$ cat config.mk
export PLATFORM = sky130hd
export DESIGN_NAME = pbus_initiator
export DESIGN_NICKNAME = d
export VERILOG_FILES = /design/src/rtl/pbus_initiator.sv
export SDC_FILE = /design/constraint.sdc
export NUM_CORES = 1
export LEC_CHECK = 0
export CORE_ASPECT_RATIO = 0.75
export CORE_UTILIZATION = 42
export CTS_BUF_LIST = sky130_fd_sc_hd__clkbuf_4 sky130_fd_sc_hd__clkbuf_8
export CTS_CLUSTER_SIZE = 24
export DETAILED_ROUTE_END_ITERATION = 6
export PLACE_DENSITY = 0.77
export SETUP_SLACK_MARGIN = 0.05
export SYNTH_ARGS = -nofsm -noshare
export SYNTH_HDL_FRONTEND = slang
export SYNTH_SLANG_ARGS = --single-unit
$ cat constraint.sdc
create_clock -name clk -period 1.8 [get_ports clk]
set_input_delay 0.36 -clock clk [delete_from_list [all_inputs] [get_ports clk]]
set_output_delay 0.36 -clock clk [all_outputs]
set_load 0.02 [all_outputs]
$ cat src/rtl/pbus_initiator.sv
// Peripheral-bus initiator: one-outstanding core load/store to p_* transactions,
// with size/alignment checks, byte-lane steering, response timeout and fault reporting.
module pbus_initiator #(
    parameter int unsigned XLEN      = 32,
    parameter int unsigned BUS_WIDTH = 32,
    parameter int unsigned ACC_W     = 2,
    parameter int unsigned TIMEOUT   = 255
) (
    input  logic                 clk,
    input  logic                 rstn,
    input  logic [XLEN-1:0]      c_addr,
    input  logic                 c_w_rb,
    input  logic [ACC_W-1:0]     c_acc,
    input  logic [XLEN-1:0]      c_wdata,
    input  logic                 c_req,
    output logic                 c_ready,
    output logic [XLEN-1:0]      c_rdata,
    output logic                 c_done,
    output logic                 c_fault,
    output logic [XLEN-1:0]      p_addr,
    output logic                 p_w_rb,
    output logic [ACC_W-1:0]     p_acc,
    output logic [BUS_WIDTH-1:0] p_wdata,
    input  logic [BUS_WIDTH-1:0] p_rdata,
    output logic                 p_req,
    input  logic                 p_resp,
    input  logic                 p_fault,
    output logic                 soc_fault,
    output logic [7:0]           soc_fault_cause,
    output logic [XLEN-1:0]      soc_fault_addr
);

    localparam int unsigned CNT_W = (TIMEOUT > 0) ? $clog2(TIMEOUT + 1) : 1;

    localparam logic [7:0] CAUSE_ALIGN = 8'h01;
    localparam logic [7:0] CAUSE_SIZE  = 8'h02;
    localparam logic [7:0] CAUSE_TMO   = 8'h03;
    localparam logic [7:0] CAUSE_SLV   = 8'h04;

    typedef enum logic [1:0] {
        ST_IDLE,
        ST_WAIT,
        ST_DONE,
        ST_ERR
    } state_t;

    state_t               state, state_d;
    logic [CNT_W-1:0]     cnt, cnt_d;
    logic                 c_ready_d, c_done_d, c_fault_d, soc_fault_d, p_req_d, p_w_rb_d;
    logic [XLEN-1:0]      c_rdata_d, p_addr_d, fault_addr_d;
    logic [ACC_W-1:0]     p_acc_d;
    logic [BUS_WIDTH-1:0] p_wdata_d;
    logic [7:0]           fault_cause_d;

    logic                 misaligned;
    logic [4:0]           wr_sh, rd_sh;
    logic [BUS_WIDTH-1:0] rd_shift;
    logic [XLEN-1:0]      rd_lane;

    // Alignment check and lane shift amounts
    always_comb begin
        misaligned = 1'b0;
        case (c_acc)
            ACC_W'(1): misaligned = c_addr[0];
            ACC_W'(2): misaligned = |c_addr[1:0];
            default:   misaligned = 1'b0;
        endcase
        wr_sh = {c_addr[1:0], 3'b000};
        rd_sh = {p_addr[1:0], 3'b000};
    end

    // Right-justify and zero-extend read data using the latched address/size
    always_comb begin
        rd_shift = p_rdata >> rd_sh;
        case (p_acc)
            ACC_W'(0): rd_lane = XLEN'(rd_shift[7:0]);
            ACC_W'(1): rd_lane = XLEN'(rd_shift[15:0]);
            default:   rd_lane = XLEN'(rd_shift);
        endcase
    end

    always_comb begin
        state_d       = state;
        cnt_d         = cnt;
        c_ready_d     = 1'b0;
        c_done_d      = 1'b0;
        c_fault_d     = 1'b0;
        c_rdata_d     = '0;
        soc_fault_d   = 1'b0;
        fault_cause_d = soc_fault_cause;
        fault_addr_d  = soc_fault_addr;
        p_req_d       = 1'b0;
        p_addr_d      = p_addr;
        p_w_rb_d      = p_w_rb;
        p_acc_d       = p_acc;
        p_wdata_d     = p_wdata;

        case (state)
            ST_IDLE: begin
                cnt_d     = '0;
                c_ready_d = 1'b1;
                if (c_req) begin
                    c_ready_d = 1'b0;
                    if (c_acc == ACC_W'(3) || misaligned) begin
                        state_d       = ST_ERR;
                        c_done_d      = 1'b1;
                        c_fault_d     = 1'b1;
                        soc_fault_d   = 1'b1;
                        fault_cause_d = (c_acc == ACC_W'(3)) ? CAUSE_SIZE : CAUSE_ALIGN;
                        fault_addr_d  = c_addr;
                    end else begin
                        state_d   = ST_WAIT;
                        p_req_d   = 1'b1;
                        p_addr_d  = c_addr;
                        p_w_rb_d  = c_w_rb;
                        p_acc_d   = c_acc;
                        p_wdata_d = c_w_rb ? (BUS_WIDTH'(c_wdata) << wr_sh) : '0;
                    end
                end
            end
            ST_WAIT: begin
                // cnt counts cycles elapsed since p_req; a response on the limit cycle still wins
                if (p_resp) begin
                    state_d   = ST_DONE;
                    c_done_d  = 1'b1;
                    c_fault_d = p_fault;
                    if (p_fault) begin
                        soc_fault_d   = 1'b1;
                        fault_cause_d = CAUSE_SLV;
                        fault_addr_d  = p_addr;
                    end else if (!p_w_rb) begin
                        c_rdata_d = rd_lane;
                    end
                end else if (TIMEOUT != 0 && cnt == CNT_W'(TIMEOUT)) begin
                    state_d       = ST_ERR;
                    c_done_d      = 1'b1;
                    c_fault_d     = 1'b1;
                    soc_fault_d   = 1'b1;
                    fault_cause_d = CAUSE_TMO;
                    fault_addr_d  = p_addr;
                end else begin
                    cnt_d = cnt + CNT_W'(1);
                end
            end
            ST_DONE, ST_ERR: begin
                state_d   = ST_IDLE;
                c_ready_d = 1'b1;
            end
            default: begin
                state_d   = ST_IDLE;
                c_ready_d = 1'b1;
            end
        endcase
    end

    always_ff @(posedge clk or negedge rstn) begin
        if (!rstn) begin
            state           <= ST_IDLE;
            cnt             <= '0;
            c_ready         <= 1'b1;
            c_done          <= 1'b0;
            c_fault         <= 1'b0;
            c_rdata         <= '0;
            soc_fault       <= 1'b0;
            soc_fault_cause <= '0;
            soc_fault_addr  <= '0;
            p_req           <= 1'b0;
            p_addr          <= '0;
            p_w_rb          <= 1'b0;
            p_acc           <= '0;
            p_wdata         <= '0;
        end else begin
            state           <= state_d;
            cnt             <= cnt_d;
            c_ready         <= c_ready_d;
            c_done          <= c_done_d;
            c_fault         <= c_fault_d;
            c_rdata         <= c_rdata_d;
            soc_fault       <= soc_fault_d;
            soc_fault_cause <= fault_cause_d;
            soc_fault_addr  <= fault_addr_d;
            p_req           <= p_req_d;
            p_addr          <= p_addr_d;
            p_w_rb          <= p_w_rb_d;
            p_acc           <= p_acc_d;
            p_wdata         <= p_wdata_d;
        end
    end

endmodule

; ---- After elaboration in Yosys (flattened, before gate mapping)
; Cells that the tools add are included.
[totals]
regBits = 154
out_inout_bits = 144
[classes]
n_addsub = 1
reduce_logical = 10
n_mux = 43
shifts = 2
n_eq_ne = 14
bitwise = 1
[op_table]
columns = cell, n
row1 = 32-bit 2-to-1 mux, 10
row2 = 32-bit one-hot mux with 2 select lines, 2
row3 = 8-bit 2-to-1 mux, 7
row4 = 8-bit one-hot mux with 2 select lines, 2
row5 = 32-bit by 5-bit left shift with 32-bit output, 1
row6 = 32-bit by 5-bit right shift with 32-bit output, 1
row7 = 1-bit 2-to-1 mux, 11
row8 = 2-bit 2-to-1 mux, 5
row9 = 1-bit one-hot mux with 2 select lines, 5
row10 = 8-bit by 1-bit adder with 8-bit output (second input constant), 1
row11 = 2-bit equality test (second input constant), 4
row12 = 8-bit equality test (second input constant), 1
row13 = 2-bit != test (second input constant), 4
row14 = 2-bit by 1-bit equality test with 1-bit output (second input constant), 3
row15 = 3-bit != test (second input constant), 2
row16 = 2-bit one-hot mux with 3 select lines, 1
row17 = 3-bit AND reduction, 2
row18 = 5-bit AND reduction, 1
row19 = 2-bit logical NOT, 2
row20 = 2-bit OR reduction, 2
row21 = 2-bit AND reduction, 1
row22 = 2-bit nonzero test, 1
row23 = 1-bit logical OR, 1
row24 = 1-bit inverter, 1

; ---- Longest topological paths before layout
; Gate-level depths: netlist (run 1).
[logic_depth]
depth_word = 6
ltp_mapped = 8

; ---- Least setup slack after synthesis (run 1)
; Ideal clock, no wire load.
[synth_timing]
kind = input port to flip-flop
start = input c_acc[0]
end = register p_addr[10]
stages = 6
setup_slack_ns = -0.108
t_required_ns = 1.675
arrival_ns = 1.783
n_path_buf = 2
path_cell_list = inv_1 ha_1 o31ai_1 buf_2 buf_2 mux2_2
[synth_between]
elab_chain_len = 5
elab_cells_between_ends = 7
cone_classes = eq/ne: 3 / mux: 1 / bitwise: 1 / reduce/logical: 2
[synth_rtl]
columns = item, line
row1 = "start, declared", 13  ; input logic [ACC_W-1:0] c_acc,
row2 = 2-bit equality test or 2-bit by 1-bit equality test with 1-bit output (tied branches), 63  ; case (c_acc)
row3 = 1-bit one-hot mux with 2 select lines, 63
row4 = 1-bit logical OR *, 104  ; if (c_acc == ACC_W'(3) || misaligned) begin
row5 = 1-bit inverter (no line) *, n/a
row6 = 3-bit AND reduction (no line) *, n/a
row7 = "end signal, assigned", 183  ; p_addr <= p_addr_d;
row8 = "end, declared", 20  ; output logic [XLEN-1:0] p_addr,
; Every way passes the cells marked *; elsewhere a longest branch is shown, timed or not.
; A chain may end at the register's enable or synchronous reset.

; ---- Final worst setup path (run 1)
[layout_timing]
start = input c_req
end = register soc_fault_addr[24]
[layout_between]
elab_chain_len = 2
[layout_rtl]
columns = item, line
row1 = "start, declared", 15  ; input logic c_req,
row2 = 2-bit != test (no line), n/a
row3 = 5-bit AND reduction (no line), n/a
row4 = "end signal, assigned", 181  ; soc_fault_addr <= fault_addr_d;
row5 = "end, declared", 30  ; output logic [XLEN-1:0] soc_fault_addr
; Every way passes these cells.

==> results summary, run 1 <==
The flow ran to the end, but the final reports show violations. The final reports fail on setup timing. By count the netlist is led by sky130_fd_sc_hd__nand2_1, sky130_fd_sc_hd__dfrtp_1, sky130_fd_sc_hd__mux2_2. The root buffer cell chosen for the clock tree is sky130_fd_sc_hd__clkbuf_8.

The worst flop-to-flop path endpoint is soc_fault_addr[24]. The number of sinks driven by the clock tree is 148. Setup violations remaining at the end of the flow were counted as 36. Yosys printed 0 warnings. The number of iterations in the first detailed-routing pass is 5. The path class of the tightest hold or removal check is in -> reg. The worst setup path is of the in -> reg kind. The core occupancy in the finished layout is 70.3%. For hold timing, the worst endpoint is p_acc[0]. The half-perimeter wire length after placement came out at 13.5 mm. The number of design-rule violations left by the first detailed-router iteration came out at 271. Headroom to the max-slew limit came out at 57.0%. The number of top-level pins is 248. The number of cells on the worst reg-to-reg path is 6. Across the VDD grid, the largest voltage drop is 0.898 mV.

The initial core utilization came out at 43.6%. The top cell type's share of synthesized area came out at 52.0%. Port buffering added 242 buffers.

The initial antenna violation count is 0. The cell at the slowest stage of the critical path is sky130_fd_sc_hd__clkdlybuf4s50_1. Counting the fill cells in the layout gives 1204.

The aggregate global routing overflow is 0. The critical path's largest stage delay came out at 0.52 ns. The wire length of the first global-routing pass came out at 32.2 mm. The minimum setup slack in the final design is -0.183 ns.

The post-synthesis sequential element count came out at 148. The static leakage came out at 0.00569 uW. The placer congestion estimate is 0.860. The number of global-route vias before repair came to 6026. The most used standard cell by instance count after synthesis is sky130_fd_sc_hd__nand2_1. The signal on the critical path passes through clkdlybuf4s50_1 -> or3b_1 -> a221o_1 -> o21ai_4 -> buf_4 -> buf_6 -> mux2_4.

The cell area that synthesis handed to floorplanning was 0.00707 mm2. The count of distinct cell types in the synthesized netlist is 41. The final routed DRC violation total came out at 0. The final clock skew came out at 0.00849 ns. The fraction of synthesis flops using an asynchronous set or reset pin is 100%. The buffer and inverter count on the worst path came out at 3. In the final layout, the share of cells above drive strength 1 is 26.5%. The global-route total usage across every layer came out at 24.6%. The total number of vias came out at 6162. The total CTS buffers is 17. In this run the number of H-tree levels came out at 4.

TritonCTS built the clock tree. The minimum setup slack among reg-to-reg paths came out at -0.15 ns. The average vias per placed instance came out at 5.18.

The setup TNS is -5.80 ns. The vertical die dimension is 114 um. In this run the most critical hold path is launched from c_acc[0]. The floorplan core area came out at 0.0162 mm2. The die covers 0.0174 mm2.

The routed wire length came out at 21.9 mm. The number of diodes added for antenna fixing is 0. Broken down by cell family, the worst path's largest delay share belongs to buffers and inverters.

Setup repair after global routing could not meet its margin everywhere. The highest clock rate came out at 504 MHz. The worst register-to-register path begins at state[1]. STA classifies the critical path endpoint as a flip-flop. The actual slew at the worst max-slew pin came out at 0.644 ns. The number of hold violations in the final report came out at 0.

The number of flops mapped to enable cells by yosys came out at 0. Of all cell types, the one taking the most synthesized area is sky130_fd_sc_hd__dfrtp_1. The ratio of final minimum period to clock period is 110%.

The buffer levels on the longest clock path came out at 2. The clock insertion delay at the later pin of the skew report is 0.45 ns. The part of the Yosys area used for sequential elements is 52.4%. The clock-pin transition on the worst setup and hold timing paths came out at 0.08 ns. The number of stages on the worst hold path came out at 3. The average instance area after synthesis is 10.6 um2. The count of nets left with antenna violations once routing finished came out at 0. The floorplan has 40 rows. The largest net degree at the start of global routing is 54.

The data arrival time of the critical path is 2.32 ns. The number of max-cap violations is 0. The die is 152 um wide. The final period demand of the worst path came out at 1.98 ns.

The post-synthesis cell count came out at 665. Of all nets on the critical path, the largest fanout is 6. The type of element launching the critical path is an input port. The post-route worst hold slack came out at 0.383 ns. At the end of the flow, the number of nets in the layout was 1075.

The number of slew-limit violations in the final report was 0. The per-cell routed wire length is 18.4 um. Dividing total power by cell area gives a power density of 1490 mW/mm2. By area the synthesized netlist is led by sky130_fd_sc_hd__dfrtp_1, sky130_fd_sc_hd__nand2_1, sky130_fd_sc_hd__mux2_2. The dominant synthesized flop cell is sky130_fd_sc_hd__dfrtp_1. The area growth from synthesis to layout is 61.3%. The data required time of the worst path is 2.14 ns.
## metrics by stage
step           power (uW)  cells  setup slack [ns]  area (um2)
2_1_floorplan        9740    669           -0.0935        7100
3_3_place_gp        13300   1117            -0.631        9960
3_5_place_dp        13400   1117            -0.666        9960
4_1_cts             16000   1177            -0.141       10700
5_1_grt             17900   1189            -0.226       11400
6_report            17000   1189            -0.183       11400
## placed cells by master (no fill, tap or decap), types with 12 or more instances in the layout
master / netlist / final
sky130_fd_sc_hd__a211oi_1: 16 / 16
sky130_fd_sc_hd__clkbuf_8: 0 / 23
sky130_fd_sc_hd__nand2_4: 0 / 24
sky130_fd_sc_hd__buf_4: 6 / 42
sky130_fd_sc_hd__mux2i_1: 32 / 32
sky130_fd_sc_hd__buf_6: 0 / 14
sky130_fd_sc_hd__a21oi_1: 13 / 13
sky130_fd_sc_hd__nand2_1: 158 / 127
sky130_fd_sc_hd__and2_1: 17 / 17
sky130_fd_sc_hd__nor2_1: 36 / 35
sky130_fd_sc_hd__o21ai_0: 38 / 12
sky130_fd_sc_hd__dfrtp_1: 147 / 147
sky130_fd_sc_hd__o21ai_2: 0 / 16
sky130_fd_sc_hd__clkdlybuf4s50_1: 0 / 99
sky130_fd_sc_hd__mux2_4: 29 / 45
sky130_fd_sc_hd__dlygate4sd2_1: 0 / 141
sky130_fd_sc_hd__o211ai_1: 13 / 13
sky130_fd_sc_hd__mux2_2: 47 / 31
## cell type report
class	count	area [um2]	share of cell area (%)
flip-flops and latches	148	3700	32.5
well taps	210	263	2.30
clock inverters	7	71.3	0.625
multi-input cells	467	3580	31.4
inverters	5	18.8	0.165
repair buffers	328	3440	30.2
clock buffers	24	324	2.84
## what timing repair did
action                                  in CTS  in global routing
hold buffers                                 1                  0
gates resized for setup                    199                106
buffers inserted                            20                  5
pin swaps                                   16                 29
gates cloned                                 8                 12
endpoints found under the hold margin       44                  0
endpoints found under the setup margin     228                118
## worst min-delay path, delay by kind of cell
family,cells,cell delay (ns)
buffers and inverters,2,0.35
AO/OA/AOI/OAI,1,0.08
## where the power goes
group,switching [uW],internal (uW),total (uW),leakage [uW]
logic,4590,4370,8960,0.00360
registers,915,4500,5420,0.00189
clock network,1270,1320,2590,0.000196
## sequential cells by signal, summed over array words and instances, names as in the netlist
name	count
p_req	1
cnt	8
p_addr	32
c_ready	1
soc_fault_cause	3
c_rdata	32
p_wdata	32
c_done	1
p_acc	2
state	2
soc_fault_addr	32
c_fault	1
p_w_rb	1
## cells by family (layout without fill, tap and decap cells)
| logic type | count (synthesis) | count (layout) | synth area share [%] |
|---|---|---|---|
| mux | 108 | 108 | 18.2 |
| simple gates | 246 | 246 | 15.0 |
| other cells | 1 | 5 | 0.0531 |
| compound gates | 104 | 104 | 9.59 |
| fa+ha+maj | 4 | 4 | 0.708 |
| buf+inv | 54 | 364 | 4.07 |
| flops | 148 | 148 | 52.4 |
## layer usage
metal | part of all wire, % | track usage (%) | up-vias
met2 | 47 | 38.4 | 222
met1 | 42 | 32.3 | 3030
met3 | 9.5 | 8.88 | 22
li1 | - | - | 2888
met5 | 0 | 0 | -
met4 | 1.4 | 6.40 | 0
## worst max path at each step
stage / start / to / slack, ns / depth (start not counted)
2_1_floorplan: cnt[0] / soc_fault_addr[10] / -0.09 / 6
3_3_place_gp: c_acc[0] / soc_fault_addr[7] / -0.63 / 7
3_5_place_dp: c_acc[0] / soc_fault_addr[8] / -0.67 / 7
4_1_cts: cnt[0] / soc_fault_addr[8] / -0.14 / 7
5_1_grt: cnt[0] / soc_fault_addr[27] / -0.23 / 7
6_report: c_req / soc_fault_addr[24] / -0.18 / 7
No activity file was read; power rests on OpenSTA's default activity.
==> run 2: changes to the inputs <==
--- a/config.mk
+++ b/config.mk
@@ -6,11 +6,11 @@
 export NUM_CORES = 1
 export LEC_CHECK = 0
 export CORE_ASPECT_RATIO = 0.75
-export CORE_UTILIZATION = 42
+export CORE_UTILIZATION = 50
 export CTS_BUF_LIST = sky130_fd_sc_hd__clkbuf_4 sky130_fd_sc_hd__clkbuf_8
 export CTS_CLUSTER_SIZE = 24
 export DETAILED_ROUTE_END_ITERATION = 6
-export PLACE_DENSITY = 0.77
+export PLACE_DENSITY = 0.87
 export SETUP_SLACK_MARGIN = 0.05
 export SYNTH_ARGS = -nofsm -noshare
 export SYNTH_HDL_FRONTEND = slang
==> constraint.sdc (replaced) <==
create_clock -name clk -period 2.4 [get_ports clk]
set_input_delay 0.48 -clock clk [delete_from_list [all_inputs] [get_ports clk]]
set_output_delay 0.48 -clock clk [all_outputs]
set_load 0.02 [all_outputs]
==> results summary, run 2 (synthesis gave the netlist of run 1 again) <==
The worst setup path is captured at a flip-flop. The half-perimeter wire length after placement is 14.1 mm (+4.1%). The number of design-rule violations left by the first detailed-router iteration came out at 336 (+24%).

The total number of vias is 5934 (-3.7%). The number of top-level pins came out at 248 (unchanged). The ratio of cells with drive above 1 in the final layout came out at 16.1% (-10 points). The most common library cell in the layout ignoring fill and taps is sky130_fd_sc_hd__clkdlybuf4s50_1. The worst hold path begins at p_wdata[12].

The number of global-route vias before repair is 6099 (+1.2%). The static leakage is 0.00461 uW (-19%). The number of sinks driven by the clock tree is 148 (unchanged). The count of buffers from port buffering is 242 (unchanged). The actual slew at the worst max-slew pin is 0.637 ns (-0.00683 ns). The clock insertion delay at the later pin of the skew report came out at 0.45 ns (about the same). The worst ir drop on vdd is 0.824 mV (-8.2%). The clock-pin transition on the worst setup and hold timing paths is 0.09 ns (about the same). The start point of the critical path is c_acc[0]. The average vias per placed instance came out at 5.37 (+3.5%).

The placer congestion estimate came out at 0.859 (-0.15%). The number of stages on the worst hold path is 2 (-1). The CTS H-tree depth came out at 4 (unchanged). The worst setup path is of the in -> reg kind. The tree is rooted in a sky130_fd_sc_hd__clkbuf_8. The placed standard-cell area came to 0.00980 mm2 (-1.6%). The worst-case headroom to the max-slew limit is 57.4% (+0.39 points). Traced cell by cell, the critical path runs through clkdlybuf4s50_1 -> inv_1 -> ha_1 -> a221o_1 -> o21ai_4 -> buf_4 -> mux2_4. In the layout the commonest cells are sky130_fd_sc_hd__clkdlybuf4s50_1, sky130_fd_sc_hd__nand2_1, sky130_fd_sc_hd__dfrtp_1. The global-route total usage across every layer came out at 28.1% (+3.5 points). The worst setup path is launched from an input port. The highest clock rate is 466 MHz. The count of instances resized after the clock tree is built is 0 (-100%). The area of the die is 0.0146 mm2 (-16%).

The path class of the lowest-slack min-delay path is reg -> reg. The biggest fanout along the worst timing path came to 7 (+1). The final clock skew came to 0.0142 ns (+0.00575 ns). The initial antenna violation count came to 0 (unchanged).

The data required time of the worst path came out at 2.73 ns (+0.59 ns). The depth of the worst register-to-register path came out at 6 (unchanged). The run finished with clean final reports. TritonCTS built the clock tree.

The total power draw is 12000 uW (-29%). The horizontal die dimension is 139 um (-8.2%). The combined flip-flop and latch cell area came out at 0.00370 mm2 (unchanged). The layout net count came out at 1026 (-4.6%).

The buffer levels on the longest clock path was 2 (unchanged). The vertical die dimension is 105 um (-8.2%). The ratio of final minimum period to clock period came out at 89.4%.

The slowest stage of the critical path belongs to the cell sky130_fd_sc_hd__clkdlybuf4s50_1. The aggregate global routing overflow came to 0 (unchanged). The largest net degree at the start of global routing came out at 45 (-17%). The minimum setup slack among reg-to-reg paths is 0.33 ns (+0.48 ns). The number of slew-limit violations in the final report came out at 0 (unchanged). The number of setup violations in the final report came out at 0 (-100%). The initial core utilization was 51.4% (+7.8 points). The critical path's largest stage delay is 0.50 ns (-0.02 ns). The total power divided by cell area came out at 1180 mW/mm2 (-21%).

The number of diodes added for antenna fixing came out at 0 (unchanged). The floorplan core area came out at 0.0137 mm2 (-15%). In this run the critical register-to-register path is captured at soc_fault_addr[27]. The start of the worst register-to-register path is cnt[0]. The total area of multi-input combinational cells is 0.00311 mm2 (-13%). The setup TNS came out at 0 ns (+5.80 ns).

Setup repair after global routing left no endpoint under its margin. For hold timing, the worst endpoint is p_wdata[12]. The post-placement setup slack came out at -0.215 ns (+0.450 ns).

The minimum setup slack in the final design came out at 0.254 ns (+0.437 ns). The total CTS buffers was 17 (unchanged). The buffer and inverter count on the worst path is 3 (unchanged).

The number of iterations in the first detailed-routing pass came out at 4 (-1). The number of nets still failing antenna checks after routing came to 0 (unchanged). The wire length of the first global-routing pass came out at 31.9 mm (-0.94%). The layout-stage area growth over the synthesis result came out at 44.6%. Grouping stages by cell kind, the critical path spends the most delay in buffers and inverters.

The number of hold violations in the final report is 0 (unchanged). The setup fix buffers added after clock tree synthesis came to 0 (-100%). The final design instance area without fill is 0.0102 mm2 (-10%). The routed wire length is 19.5 mm (-11%). The placement row count came to 37 (-7.5%). The per-cell routed wire length came out at 17.7 um (-4.2%). The number of fill cells in the layout is 956 (-21%). The final period demand of the worst path came out at 2.15 ns.

The core occupancy in the finished layout is 74.3% (+4.0 points). The number of max-cap violations is 0 (unchanged). The data arrival time of the critical path came out at 2.47 ns (+0.15 ns). The final routed DRC violation total is 0 (unchanged).
-- run 2: cell count changes in the layout (fill, tap and decap cells not counted), sizes merged --
| cell | previous run | this run |
|---|---|---|
| dlygate4sd2 | 141 | 0 |
| dlymetal6s2s | 1 | 0 |
| inv | 5 | 9 |
| clkbuf | 35 | 20 |
| bufinv | 1 | 2 |
| buf | 75 | 37 |
| clkdlybuf4s50 | 99 | 241 |
-- run 2: metrics by stage --
step | instances | hold slack, ns
CTS | 1106 | 0.489
global placement | 1073 | 0.419
global route | 1106 | 0.512
detailed placement | 1073 | 0.425
floorplan | 669 | 0.184
finish | 1106 | 0.488
-- run 2: repair_timing --
action,in CTS,in global routing
hold endpoints to repair,37,0
setup endpoints to repair,0,0
hold buffers,1,0
-- run 2: worst max path at each step --
stage	endpoint	slack, ns	cells after the start
after floorplan	p_addr[10]	0.37	6
after global placement	soc_fault_addr[23]	-0.19	7
after detailed placement	soc_fault_addr[5]	-0.22	7
after CTS	p_addr[1]	0.25	1
after global routing	soc_fault_addr[18]	0.16	6
final	soc_fault_addr[27]	0.25	7
-- run 2: cell type report --
type                    count  share of cell area [%]
multi-input cells         467                    30.4
clock inverters            12                    1.41
well taps                 175                    2.14
clock buffers              20                    2.63
inverters                   5                   0.184
flip-flops and latches    148                    36.3
repair buffers            279                    26.9
-- run 2: layer usage --
metal  share of wire [%]  global-route usage [%]
met4                 2.3                    10.1
met1                  43                    35.5
met2                  47                    45.4
met5                   0                       0
met3                 8.4                    8.89
-- run 2: worst reg2reg max path: stages (launching register included) --
cell and delay, ns:
sky130_fd_sc_hd__dfrtp_1 0.41, sky130_fd_sc_hd__ha_1 0.24, sky130_fd_sc_hd__nand4_1 0.13, sky130_fd_sc_hd__o31a_1 0.35, sky130_fd_sc_hd__o21ai_4 0.29, sky130_fd_sc_hd__buf_4 0.24, sky130_fd_sc_hd__mux2_4 0.31
-- run 2: report_power, final --
part / leakage [uW] / total [uW] / internal [uW] / switching [uW]
clock: 0.000200 / 2020 / 1010 / 1020
combinational: 0.00252 / 5980 / 2960 / 3020
sequential: 0.00189 / 4000 / 3380 / 625
==> RTL change (config.mk and constraints of run 1) <==
Put one more register stage on the output `soc_fault_addr`, with the module's reset. The value now appears one clock later. The other outputs are not delayed to match.
--- a/src/rtl/pbus_initiator.sv
+++ b/src/rtl/pbus_initiator.sv
@@ -46,2 +46,4 @@
 
+    logic [XLEN-1:0] soc_fault_addr_s0;
+
     state_t               state, state_d;
@@ -90,3 +92,3 @@
         fault_cause_d = soc_fault_cause;
-        fault_addr_d  = soc_fault_addr;
+        fault_addr_d  = soc_fault_addr_s0;
         p_req_d       = 1'b0;
@@ -165,3 +167,3 @@
             soc_fault_cause <= '0;
-            soc_fault_addr  <= '0;
+            soc_fault_addr_s0 <= '0;
             p_req           <= 1'b0;
@@ -180,3 +182,3 @@
             soc_fault_cause <= fault_cause_d;
-            soc_fault_addr  <= fault_addr_d;
+            soc_fault_addr_s0 <= fault_addr_d;
             p_req           <= p_req_d;
@@ -189,2 +191,10 @@
 
+    always_ff @(posedge clk or negedge rstn) begin
+        if (!rstn) begin
+            soc_fault_addr <= '0;
+        end else begin
+            soc_fault_addr <= soc_fault_addr_s0;
+        end
+    end
+
 endmodule
Function: changed (a bounded check fails within 4 cycles, from zero or initial values and one cycle with rstn low).
==> RTL change against run 1 <==
  * The run still ends with setup timing left
  * Sequential cell count increased by 32
  * Clock skew up 14 ps
  * Global-route usage shrank 1.1 points
  * Design area increased by 6.7%
  * Power down 9.0%
  * Die area up 11%
  * Sequential power grew 13%
  * Area after synthesis rose by 11%
  * Wire length up 4.3%
  * Setup slack worse by 8.4 ps
  * Largest power group unchanged
==> RTL change: results (changes against run 1) <==
set qor(ys_top_cells_by_count) {sky130_fd_sc_hd__dfrtp_1, sky130_fd_sc_hd__nand2_1, sky130_fd_sc_hd__mux2_2}
set qor(insertedDiodeCount) 0 ;# unchanged
set qor(critPathMaxStageDelay_ps) 420 ;# -100 ps
set qor(via_count_of_the_routed_design) 6474 ;# +5.1%
set qor(drive_gt1_share_pct) 25.3 ;# -1.2 points
set qor(power_leakage_nw) 5.99 ;# +5.3%
set qor(hold_class) {in -> async}
set qor(grtUsageTotal_pct) 23.5 ;# -1.1 points
set qor(synth_largest_type_area_fraction_pct) 56.9 ;# +4.8 points
set qor(maximum_number_of_pins_on_one_net_before_global_route_repair) 45 ;# -17%
set qor(wl_met3_mm) 1.62 ;# -22%
set qor(least_margin_pin_slew_ps) 629 ;# -14.8 ps
set qor(run_status) {finished with violations}
set qor(gpl.final_weighted_congestion) 0.886 ;# +3.0%
set qor(drt_iter0_markers) 438 ;# +62%
set qor(synth.lib_cells_used.distinct) 45 ;# +9.8%
set qor(synth_mux_area_share_pct) 16.2 ;# -2.0 points
set qor(worst_ep_arrival_time_ps) 2340 ;# +20 ps
set qor(timing.critical_path.max_delay_family) {compound AO/OA/AOI/OAI gates}
set qor(setup_viol) 38 ;# +5.6%
set qor(finalWorstSetupSlack_ps) -191 ;# -8.39 ps
set qor(dr_wl_met2_mm) 10.3 ;# -0.48%
set qor(detailed_place_hpwl_mm) 15.1 ;# +11%
set qor(fin_worst_skew_ps) 22.1 ;# +13.7 ps
set qor(violations) {setup timing}
set qor(groute.layer.met3.usage_pct) 6.04 ;# -2.8 points
set qor(critical-path-slowest-cell) {sky130_fd_sc_hd__dfrtp_1}
set qor(met2_usage_pct) 36.3 ;# -2.1 points
set qor(synth-adder-area-share_pct) 0.635 ;# -0.073 points
set qor(routed_wirelength_mm) 22.9 ;# +4.3%
set qor(clock_transition_at_the_registers_of_the_reported_paths_ps) 110 ;# +30 ps
set qor(synth_sequential_area_ratio_pct) 57.2 ;# +4.8 points
set qor(critical_path_peak_fanout) 11 ;# +5
set qor(post_cts_resized) 200 ;# +0.50%
set qor(grt_pass1_vias) 6350 ;# +5.4%
set qor(postCtsSetupRepairBufs) 15 ;# -25%
set qor(grt_pass1_wl_mm) 34.9 ;# +8.2%
-- RTL change: cell type report --
class | instances | area, sq um
clock buffer | 18 | 241
clock inverter | 14 | 161
fill | 1367 | 5810
inverter | 7 | 26.3
multi-input combinational | 474 | 3450
sequential | 180 | 4510
tap | 242 | 303
timing repair buffer | 344 | 3480
-- RTL change: stage by stage --
step | hold slack [ps] | cells | power [W] | TNS (ps) | util [%]
3_3_place_gp | 283 | 1214 | 0.0125 | -55970 | 61.1
6_report | 358 | 1279 | 0.0154 | -5800 | 67.7
3_5_place_dp | 288 | 1214 | 0.0126 | -57090 | 61.1
2_1_floorplan | 64.4 | 710 | 0.00949 | -2590 | -
4_1_cts | 299 | 1272 | 0.0151 | -6260 | 65.8
5_1_grt | 339 | 1279 | 0.0162 | -7120 | 67.7
-- RTL change: path summary, 6_finish.rpt --
kind                                  startpoint                     to  slack [ps]  cells after the start
max                                     state[1]  soc_fault_addr_s0[27]        -190                      6
min                                         rstn      soc_fault_addr[7]         360                      2
max reg2reg                             state[1]  soc_fault_addr_s0[27]        -190                      6
max in group asynchronous                   rstn            p_wdata[23]         820                      3
min reg2reg                soc_fault_addr_s0[31]     soc_fault_addr[31]         380                      0
min in group clk                        c_acc[0]               p_acc[0]         360                      3
-- RTL change: logic make-up after synthesis --
group / after synthesis
AND/OR/NAND/NOR: 253
flip-flops: 180
multiplexers: 107
AO/OA/AOI/OAI: 105
buffers and inverters: 56
adder cells (fa/ha/maj): 4
other: 1
-- RTL change: report_power, final --
part / switching (W) / leakage, nW / total (W) / internal, W
sequential: 0.000785 / 2.26 / 0.00615 / 0.00536
combinational: 0.00340 / 3.53 / 0.00656 / 0.00316
clock: 0.00166 / 0.201 / 0.00273 / 0.00107
total: 0.00584 / 5.99 / 0.0154 / 0.00959
